<file path="src/rtl/code_event_fifo_if.sv">
`default_nettype none
// +----------------------------------------------------------------------+
// | code_event_fifo_if : encoder-input / FIFO-output bundle              |
// | Revision 1.0                                                         |
// +----------------------------------------------------------------------+
interface code_event_fifo_if #(
   parameter int DEPTH = 4
);
   logic                   iEI;
   logic [2:0]             iCode;
   logic                   iEO;
   logic                   iClr;
   logic                   iReady;
   logic [2:0]             oData;
   logic                   oValid;
   logic [$clog2(DEPTH):0] oCount;
   logic                   oOvf;

   modport slave (
      input  iEI, iCode, iEO, iClr, iReady,
      output oData, oValid, oCount, oOvf
   );

   modport master (
      output iEI, iCode, iEO, iClr, iReady,
      input  oData, oValid, oCount, oOvf
   );
endinterface
`default_nettype wire

</file>
<file path="src/rtl/code_event_fifo.sv">
`default_nettype none
// +----------------------------------------------------------------------+
// | code_event_fifo : debounces 8-3 encoder codes into a show-ahead FIFO |
// | Revision 1.0                                                         |
// +----------------------------------------------------------------------+
module code_event_fifo #(
   parameter int STABLE = 3,
   parameter int DEPTH  = 4
) (
   input  wire logic         iClk,
   input  wire logic         iRst,
   code_event_fifo_if.slave  bus
);
   localparam int AW = $clog2(DEPTH);
   localparam logic [AW:0] FULL_CNT = (AW+1)'(DEPTH);

   typedef enum logic [1:0] {
      IDLE = 2'd0,
      ARM  = 2'd1,
      HELD = 2'd2
   } state_t;

   logic          ei_q;
   logic          eo_q;
   logic [2:0]    code_q;
   state_t        state_q;
   logic [2:0]    cand_q;
   logic [2:0]    held_q;
   logic [3:0]    cnt_q;
   logic [2:0]    mem_q [DEPTH];
   logic [AW-1:0] wptr_q;
   logic [AW-1:0] rptr_q;
   logic [AW:0]   count_q;
   logic          ovf_q;

   logic active;
   logic stable_hit;
   logic push;
   logic pop;
   logic full;
   logic wr_en;

   assign active     = !ei_q && eo_q;
   // The next matching sample completes the run; >= keeps STABLE==1 from stalling in ARM
   assign stable_hit = ({1'b0, cnt_q} + 5'd1) >= 5'(STABLE);
   assign full       = (count_q == FULL_CNT);
   assign pop        = (count_q != '0) && bus.iReady;
   assign wr_en      = !iRst && !bus.iClr && push && (!full || pop);

   always_comb begin
      push = 1'b0;
      case (state_q)
         IDLE:    push = active && (STABLE == 1);
         ARM:     push = active && (code_q == cand_q) && stable_hit;
         default: push = 1'b0;
      endcase
   end

   always_ff @(posedge iClk) begin
      if (iRst) begin
         ei_q   <= 1'b1;
         eo_q   <= 1'b0;
         code_q <= 3'd0;
      end else begin
         ei_q   <= bus.iEI;
         eo_q   <= bus.iEO;
         code_q <= bus.iCode;
      end
   end

   always_ff @(posedge iClk) begin
      if (iRst) begin
         state_q <= IDLE;
         cnt_q   <= 4'd0;
         cand_q  <= 3'd0;
         held_q  <= 3'd0;
      end else begin
         case (state_q)
            IDLE: begin
               if (active) begin
                  cand_q <= code_q;
                  cnt_q  <= 4'd1;
                  if (STABLE == 1) begin
                     held_q  <= code_q;
                     state_q <= HELD;
                  end else begin
                     state_q <= ARM;
                  end
               end
            end
            ARM: begin
               if (!active) begin
                  state_q <= IDLE;
               end else if (code_q != cand_q) begin
                  cand_q <= code_q;
                  cnt_q  <= 4'd1;
               end else if (stable_hit) begin
                  held_q  <= cand_q;
                  state_q <= HELD;
               end else begin
                  cnt_q <= cnt_q + 4'd1;
               end
            end
            HELD: begin
               if (!active) begin
                  state_q <= IDLE;
               end else if (code_q != held_q) begin
                  cand_q  <= code_q;
                  cnt_q   <= 4'd1;
                  state_q <= ARM;
               end
            end
            default: state_q <= IDLE;
         endcase
      end
   end

   // Storage is left unreset; the empty-state gating on oData hides stale entries
   always_ff @(posedge iClk) begin
      if (wr_en) begin
         mem_q[wptr_q] <= code_q;
      end
   end

   always_ff @(posedge iClk) begin
      if (iRst || bus.iClr) begin
         wptr_q  <= '0;
         rptr_q  <= '0;
         count_q <= '0;
         ovf_q   <= 1'b0;
      end else begin
         if (wr_en) begin
            wptr_q <= wptr_q + 1'b1;
         end
         if (pop) begin
            rptr_q <= rptr_q + 1'b1;
         end
         if (push && full && !pop) begin
            ovf_q <= 1'b1;
         end
         if (wr_en && !pop) begin
            count_q <= count_q + 1'b1;
         end else if (!wr_en && pop) begin
            count_q <= count_q - 1'b1;
         end
      end
   end

   assign bus.oValid = (count_q != '0);
   assign bus.oData  = bus.oValid ? mem_q[rptr_q] : 3'd0;
   assign bus.oCount = count_q;
   assign bus.oOvf   = ovf_q;

endmodule
`default_nettype wire

</file>
<file path="src/flat_wrapper.sv">
// flat-port wrapper written by rule: the top's interface ports become plain ports
module code_event_fifo_flat 
#(
   parameter int STABLE = 3,
   parameter int DEPTH  = 4
)
  (iClk, iRst, bus_iEI, bus_iCode, bus_iEO, bus_iClr, bus_iReady, bus_oData, bus_oValid, bus_oCount, bus_oOvf);
  code_event_fifo_if #(.DEPTH(DEPTH)) bus_i ();
  input  wire logic iClk;
  input  wire logic iRst;
  input wire logic [$bits(bus_i.iEI)-1:0] bus_iEI;
  input wire logic [$bits(bus_i.iCode)-1:0] bus_iCode;
  input wire logic [$bits(bus_i.iEO)-1:0] bus_iEO;
  input wire logic [$bits(bus_i.iClr)-1:0] bus_iClr;
  input wire logic [$bits(bus_i.iReady)-1:0] bus_iReady;
  output wire logic [$bits(bus_i.oData)-1:0] bus_oData;
  output wire logic [$bits(bus_i.oValid)-1:0] bus_oValid;
  output wire logic [$bits(bus_i.oCount)-1:0] bus_oCount;
  output wire logic [$bits(bus_i.oOvf)-1:0] bus_oOvf;
  assign bus_i.iEI = bus_iEI;
  assign bus_i.iCode = bus_iCode;
  assign bus_i.iEO = bus_iEO;
  assign bus_i.iClr = bus_iClr;
  assign bus_i.iReady = bus_iReady;
  assign bus_oData = bus_i.oData;
  assign bus_oValid = bus_i.oValid;
  assign bus_oCount = bus_i.oCount;
  assign bus_oOvf = bus_i.oOvf;
  code_event_fifo #(.STABLE(STABLE), .DEPTH(DEPTH)) u_core (.iClk(iClk), .iRst(iRst), .bus(bus_i));
endmodule
</file>
<file path="config.mk">
export PLATFORM = sky130hd
export DESIGN_NAME = code_event_fifo_flat
export DESIGN_NICKNAME = d
export VERILOG_FILES = /design/src/rtl/code_event_fifo_if.sv /design/src/rtl/code_event_fifo.sv /design/src/flat_wrapper.sv
export SDC_FILE = /design/constraint.sdc
export NUM_CORES = 1
export LEC_CHECK = 0
export BUFFER_PORTS_ARGS = -buffer_cell sky130_fd_sc_hd__buf_2
export CAP_MARGIN = 20
export CORE_ASPECT_RATIO = 1.1
export CORE_UTILIZATION = 30
export DETAILED_ROUTE_END_ITERATION = 8
export RECOVER_POWER = 25
export SYNTH_ARGS = -nofsm -noshare
export SYNTH_HDL_FRONTEND = slang
export SYNTH_SLANG_ARGS = --single-unit
</file>
<file path="constraint.sdc">
create_clock -name iClk -period 3.9 [get_ports iClk]
set_input_delay 0 -clock iClk [delete_from_list [all_inputs] [get_ports iClk]]
set_output_delay 0 -clock iClk [all_outputs]
set_load 0.02 [all_outputs]
</file>
-- Word level (Yosys, flattened, before mapping)
Memory sizes are Yosys's and may differ from the RTL's. A register that Yosys moved wholly into a read port is not among the register bits.
Cells that the tools add are included.
- output and inout port bits: 8
- word-level logic and storage cells: 90
- memories: 1
- bits in registers: 25
- bits in writable memories: 12
- input bits: 9
- eq/ne operators: 15
- bitwise operators: 1
- $lt $le $gt $ge: 1
- $add $sub $neg: 6
- muxes and demuxes: 28
- reductions and logical operators: 27
- memory list (memory ; depth ; width ; rd ports ; clocked after Yosys merged registers in ; write ports ; line ; text):
    u_core.mem_q ; 4 ; 3 ; 1 ; 1 ; 1 ; code_event_fifo.sv:30 ; logic [2:0] mem_q [DEPTH];
- operator list (kind ; count):
    2-to-1 mux 3 bit ; 8
    2-to-1 mux 4 bit ; 6
    2-to-1 mux 2 bit ; 8
    != test 3 bit (second input constant) ; 4
    case mux 4 bit (3 select lines) ; 1
    AND reduction 6 bit ; 2
    logical AND 1 bit ; 11
    != test 2 x 1 -> 1 bit (second input constant) ; 5
    case mux 3 bit (3 select lines) ; 1
    AND reduction 4 bit ; 2
    logical NOT 1 bit ; 6
    != test 3 bit ; 2
    case mux 2 bit (3 select lines) ; 1
    nonzero test 3 bit ; 2
    adder 4 x 1 -> 5 bit (second input constant) ; 1
    >= comparator 5 x 2 -> 1 bit (second input constant) ; 1
    adder 2 x 1 -> 2 bit (second input constant) ; 2
    adder 4 x 1 -> 4 bit (second input constant) ; 1
    adder 3 x 1 -> 3 bit (second input constant) ; 1
    == test 3 bit ; 1
    == test 3 bit (second input constant) ; 1
    2-to-1 mux 1 bit ; 3
    subtractor 3 x 1 -> 3 bit (second input constant) ; 1
    == test 2 x 1 -> 1 bit (second input constant) ; 1
    5 further kinds ; 6

-- Logic depth before layout (Yosys ltp)
- depth in word-level cells: 11
- mapped depth: 12
- depth with buffers taken out: 11

-- Least setup slack after synthesis
No wires, ideal clock.
- path kind: reg-to-reg
- from: register u_core.cnt_q[0]
- to: register u_core.count_q[2], in the netlist u_core.bus.oCount[2]
- library setup time: 70 ps
- data required time: 3830 ps
- arrival: 2543 ps
- path buffers: 1
- clock period less this slack: 2613 ps
- cell stages (with the launch flop): 12
- setup slack: 1287 ps
- cells stage by stage: dfxtp_1 inv_1 ha_1 o21ai_0 o2111a_1 buf_6 ha_1 inv_1 fa_1 xor2_1 or3_1 a21oi_1
- cells in the longest elaborated chain, start to end: 9
- elaborated cells on any way between the ends: 11
- classes of those cells: 1 x add/sub; 1 x order compare; 2 x mux; 7 x reduce/logical
- ends and longest elaborated chain (element ; line ; text):
    start, declared ; code_event_fifo.sv:29 ; logic [3:0] cnt_q;
    start signal, assigned ; code_event_fifo.sv:101 ; cnt_q <= cnt_q + 4'd1;
    adder 4 x 1 -> 5 bit * ; code_event_fifo.sv:45 ; assign stable_hit = ({1'b0, cnt_q} + 5'd1) >= 5'(STABLE);
    >= comparator 5 x 2 -> 1 bit * ; code_event_fifo.sv:45 ;
    logical AND 1 bit * ; code_event_fifo.sv:54 ; ARM: push = active && (code_q == cand_q) && stable_hit;
    2-to-1 mux 1 bit * ; code_event_fifo.sv:52 ; case (state_q)
    logical AND 1 bit * (2 in series) ; code_event_fifo.sv:48 ; assign wr_en = !iRst && !bus.iClr && push && (!full || pop);
    via u_core.wr_en ; code_event_fifo.sv:41 ; logic wr_en;
    logical NOT 1 bit ; code_event_fifo.sv:143 ; end else if (!wr_en && pop) begin
    logical AND 1 bit ; code_event_fifo.sv:143 ;
    nonzero test 2 bit (no line) ; n/a ;
    end signal, assigned ; code_event_fifo.sv:142 ; count_q <= count_q + 1'b1;
    end signal, assigned ; code_event_fifo.sv:144 ; count_q <= count_q - 1'b1;
    end, declared ; code_event_fifo.sv:33 ; logic [AW:0] count_q;
Mark *: on every way through the listed nets, which the timed path passes. The rest lies on a longest branch.
A chain may end at the register's enable or synchronous reset.

-- Worst setup path after layout
- from: register u_core.cnt_q[0]
- to: register u_core.count_q[2], in the netlist u_core.bus.oCount[2]
- cells in the longest elaborated chain, start to end: 9
- elaborated cells on any way between the ends: 11
- classes of those cells: 1 x add/sub; 1 x order compare; 2 x mux; 7 x reduce/logical
- ends and longest elaborated chain (element ; line):
    adder 4 x 1 -> 5 bit * ; code_event_fifo.sv:45
    >= comparator 5 x 2 -> 1 bit * ; code_event_fifo.sv:45
    logical AND 1 bit * ; code_event_fifo.sv:54
    2-to-1 mux 1 bit * ; code_event_fifo.sv:52
    logical AND 1 bit * (2 in series) ; code_event_fifo.sv:48
    logical NOT 1 bit ; code_event_fifo.sv:143
    logical AND 1 bit ; code_event_fifo.sv:143
    nonzero test 2 bit (no line) ; n/a
Mark *: on every way between the ends. The rest lies on a longest branch, timed or not.

==> impl_metrics.py <==
metrics = {
    "finish": {
        "utilization_pct": 36.7,
        "final_common_cell": "dfxtp_1",
        "mostFrequentLayoutCells": "27 x dfxtp_1, 18 x nor2_1, 16 x buf_2, 12 x edfxtp_1, 8 x and2_1",
        "design_area_mm2": 0.00199,
        "drive_gt1_share_pct": 20.0,
        "diodes": 0,
        "fillerInstances": 531,
        "synthToLayoutAreaGrowth_pct": 16.1,
        "nets": 186,
    },
    "floorplanning": {
        "fp.dieArea_mm2": 0.00602,
        "die_h_um": 81.3,
        "num_rows": 28,
        "io-pin-count": 17,
        "die_w_um": 74.1,
        "coreArea_mm2": 0.00543,
        "start_util_pct": 31.6,
    },
    "clocking": {
        "postCtsResizedCells": 0,
        "cts_tree": "built",
        "clk_pin_slew_ns": 0.07,
        "clkSinkCount": 39,
        "cts_buffer_depth": 2,
        "h-tree-depth": 2,
        "cts-root-buf": "clkbuf_8",
        "cts_inserted_buffers": 5,
        "clk_latency_ns": 0.29,
    },
    "route": {
        "drt-initial-drc-count": 65,
        "vias": 1067,
        "ant_nets": 0,
        "routed_wl_um": 2590,
        "vias_per_cell": 4.36,
        "wl_per_cell_um": 10.6,
        "drt_first_pass_iters": 2,
        "post-route-drc-count": 0,
    },
    "critical_path": {
        "worstPathArrival_ns": 3.09,
        "critPathCaptureType": "register",
        "cp_max_fo": 8,
        "worst-setup-path-type": "register to register",
        "cp.required_ns": 4.12,
        "reg2regPathDepth": 10,
        "start_kind": "register",
    },
    "placement": {
        "place_area_mm2": 0.00186,
        "io_buffers": 16,
        "hpwlAfterDp_um": 1870,
        "gp_congestion": 0.659,
    },
    "flow_run": {
        "max_cap_violations": 0,
    },
    "pwr": {
        "p_leak_nw": 0.798,
        "power_uw": 710,
        "ir_drop_uv": 137,
        "power.density_mw_per_mm2": 357,
    },
    "grt": {
        "grt_max_degree": 21,
        "grt_pass1_wl_um": 4290,
        "antenna_found_initial": 0,
        "grt_usage_pct": 9.93,
        "grt_pass1_vias": 930,
        "grt-ovfl-total": 0,
    },
    "logic_synthesis": {
        "ys_warn_count": 0,
        "async_reset_ff_share_pct": 0,
        "syn_area_mm2": 0.00171,
        "avgSynthCellArea_um2": 11.7,
        "synth_seq_cells": 39,
        "synth.area.top_cells": "dfxtp_1 32%, edfxtp_1 21%, ha_1 5.1%",
        "yosys.area.top_type_share_pct": 31.5,
        "syn_nets": 163,
        "seq_area_frac_synth_pct": 52.6,
        "synth_flop_cell": "dfxtp_1",
        "yosysUniqueCellTypes": 37,
        "synth_edf_count": 12,
        "synthCells": 146,
        "post-synth-top-area-cell": "dfxtp_1",
    },
    "sta": {
        "post-route-min-period_ns": 2.87,
        "min_period_over_period_pct": 73.6,
        "rsz0062_at_grt": "no",
        "fmax_mhz": 348,
        "slew_violations": 0,
        "setup_violations": 0,
        "fin_tns_setup_ns": 0,
        "relSlewSlack_pct": 68.3,
        "worst_pin_slew_ns": 0.471,
        "final-hold-violation-count": 0,
        "clock_skew_ns": 0.00510,
    },
    "run_status": {
        "status": "complete, no violations",
    },
    "worst_hold_path": {
        "min_path_cells": 4,
        "hp-class": "input port to register",
    },
}
per-layer routing:
layer,global-route usage (%),vias to the layer above,routed length [µm],share of wire (%)
met2,15.2,17,1140,44
met3,3.72,5,99,3.8
met4,6.35,0,48,1.9
met5,0,-,0,0
li1,-,548,-,-
met1,11.6,497,1310,50
sequential cells by signal, summed over array words and instances (netlist names), 2 cells and up, named ones only:
register           count
u_core.wptr_q          2
u_core.cnt_q           4
u_core.held_q          3
u_core.bus.oCount      3
u_core.mem_q          12
u_core.cand_q          3
u_core.code_q          3
u_core.rptr_q          2
u_core.state_q         2
critical path: stages (launching register included):
cell and delay, ns:
dfxtp_1 0.39, inv_1 0.07, ha_1 0.30, o21ai_0 0.40
o2111a_1 0.40, ha_1 0.23, inv_1 0.06, fa_1 0.38
xor2_1 0.16, or3_1 0.30, a21oi_1 0.13
synth_stat cells (all sizes together), types with 4 or more instances:
cell type / n
nor2b: 5
xnor2: 4
inv: 6
nor2: 19
nand2b: 4
edfxtp: 12
and2: 8
mux2i: 7
a21oi: 4
xor2: 7
ha: 7
dfxtp: 27
path summary, 6_finish.rpt:
path                           startpoint                                 to  slack, ns
max          u_core.cnt_q[0]$_SDFFE_PP0P_  u_core.bus.oCount[2]$_SDFFE_PP0P_       1.03
min                            bus_iReady       u_core.bus.oOvf$_SDFFE_PP0P_       0.04
max reg2reg  u_core.cnt_q[0]$_SDFFE_PP0P_  u_core.bus.oCount[2]$_SDFFE_PP0P_       1.03
min reg2reg  u_core.bus.oOvf$_SDFFE_PP0P_       u_core.bus.oOvf$_SDFFE_PP0P_       0.45
report_power, final:
part / switching, mW / internal, mW / leakage (nW) / total, mW
combinational: 0.0146 / 0.0156 / 0.430 / 0.0302
sequential: 0.00491 / 0.421 / 0.328 / 0.426
clock: 0.132 / 0.122 / 0.0403 / 0.254
total: 0.151 / 0.559 / 0.798 / 0.710
final cells by class:
| cell class | instances | area [µm²] | area share, % |
|---|---|---|---|
| flip-flops and latches | 39 | 901 | 45.3 |
| multi-input cells | 96 | 763 | 38.3 |
| repair buffers | 21 | 130 | 6.54 |
| well taps | 75 | 93.8 | 4.71 |
| clock buffers | 6 | 72.6 | 3.65 |
| inverters | 6 | 22.5 | 1.13 |
| clock inverters | 2 | 7.51 | 0.377 |
kinds of logic (layout without fill, tap and decap cells):
kind of cell | Yosys count | after routing | synth area share [%]
XOR/XNOR | 11 | 11 | 5.62
buffers and inverters | 11 | 35 | 2.92
multiplexers | 10 | 10 | 8.03
adder cells (fa/ha/maj) | 8 | 8 | 6.28
AO/OA/AOI/OAI | 14 | 14 | 6.42
flip-flops | 39 | 39 | 52.6
AND/OR/NAND/NOR | 53 | 53 | 18.2
per-stage QoR:
step                      setup WS (ns)  hold WS (ns)  instances
after floorplan                    1.29         0.104        146
after global placement             1.11         0.184        232
after detailed placement           1.04         0.185        232
after CTS                          1.01        0.0281        245
after global routing              0.722        0.0473        245
final                              1.03        0.0367        245
timing repair:
action	CTS	global route
hold buffers	5	0
hold endpoints to repair	5	0
buffers inserted	0	0
Power figures use the tool's default switching activity.
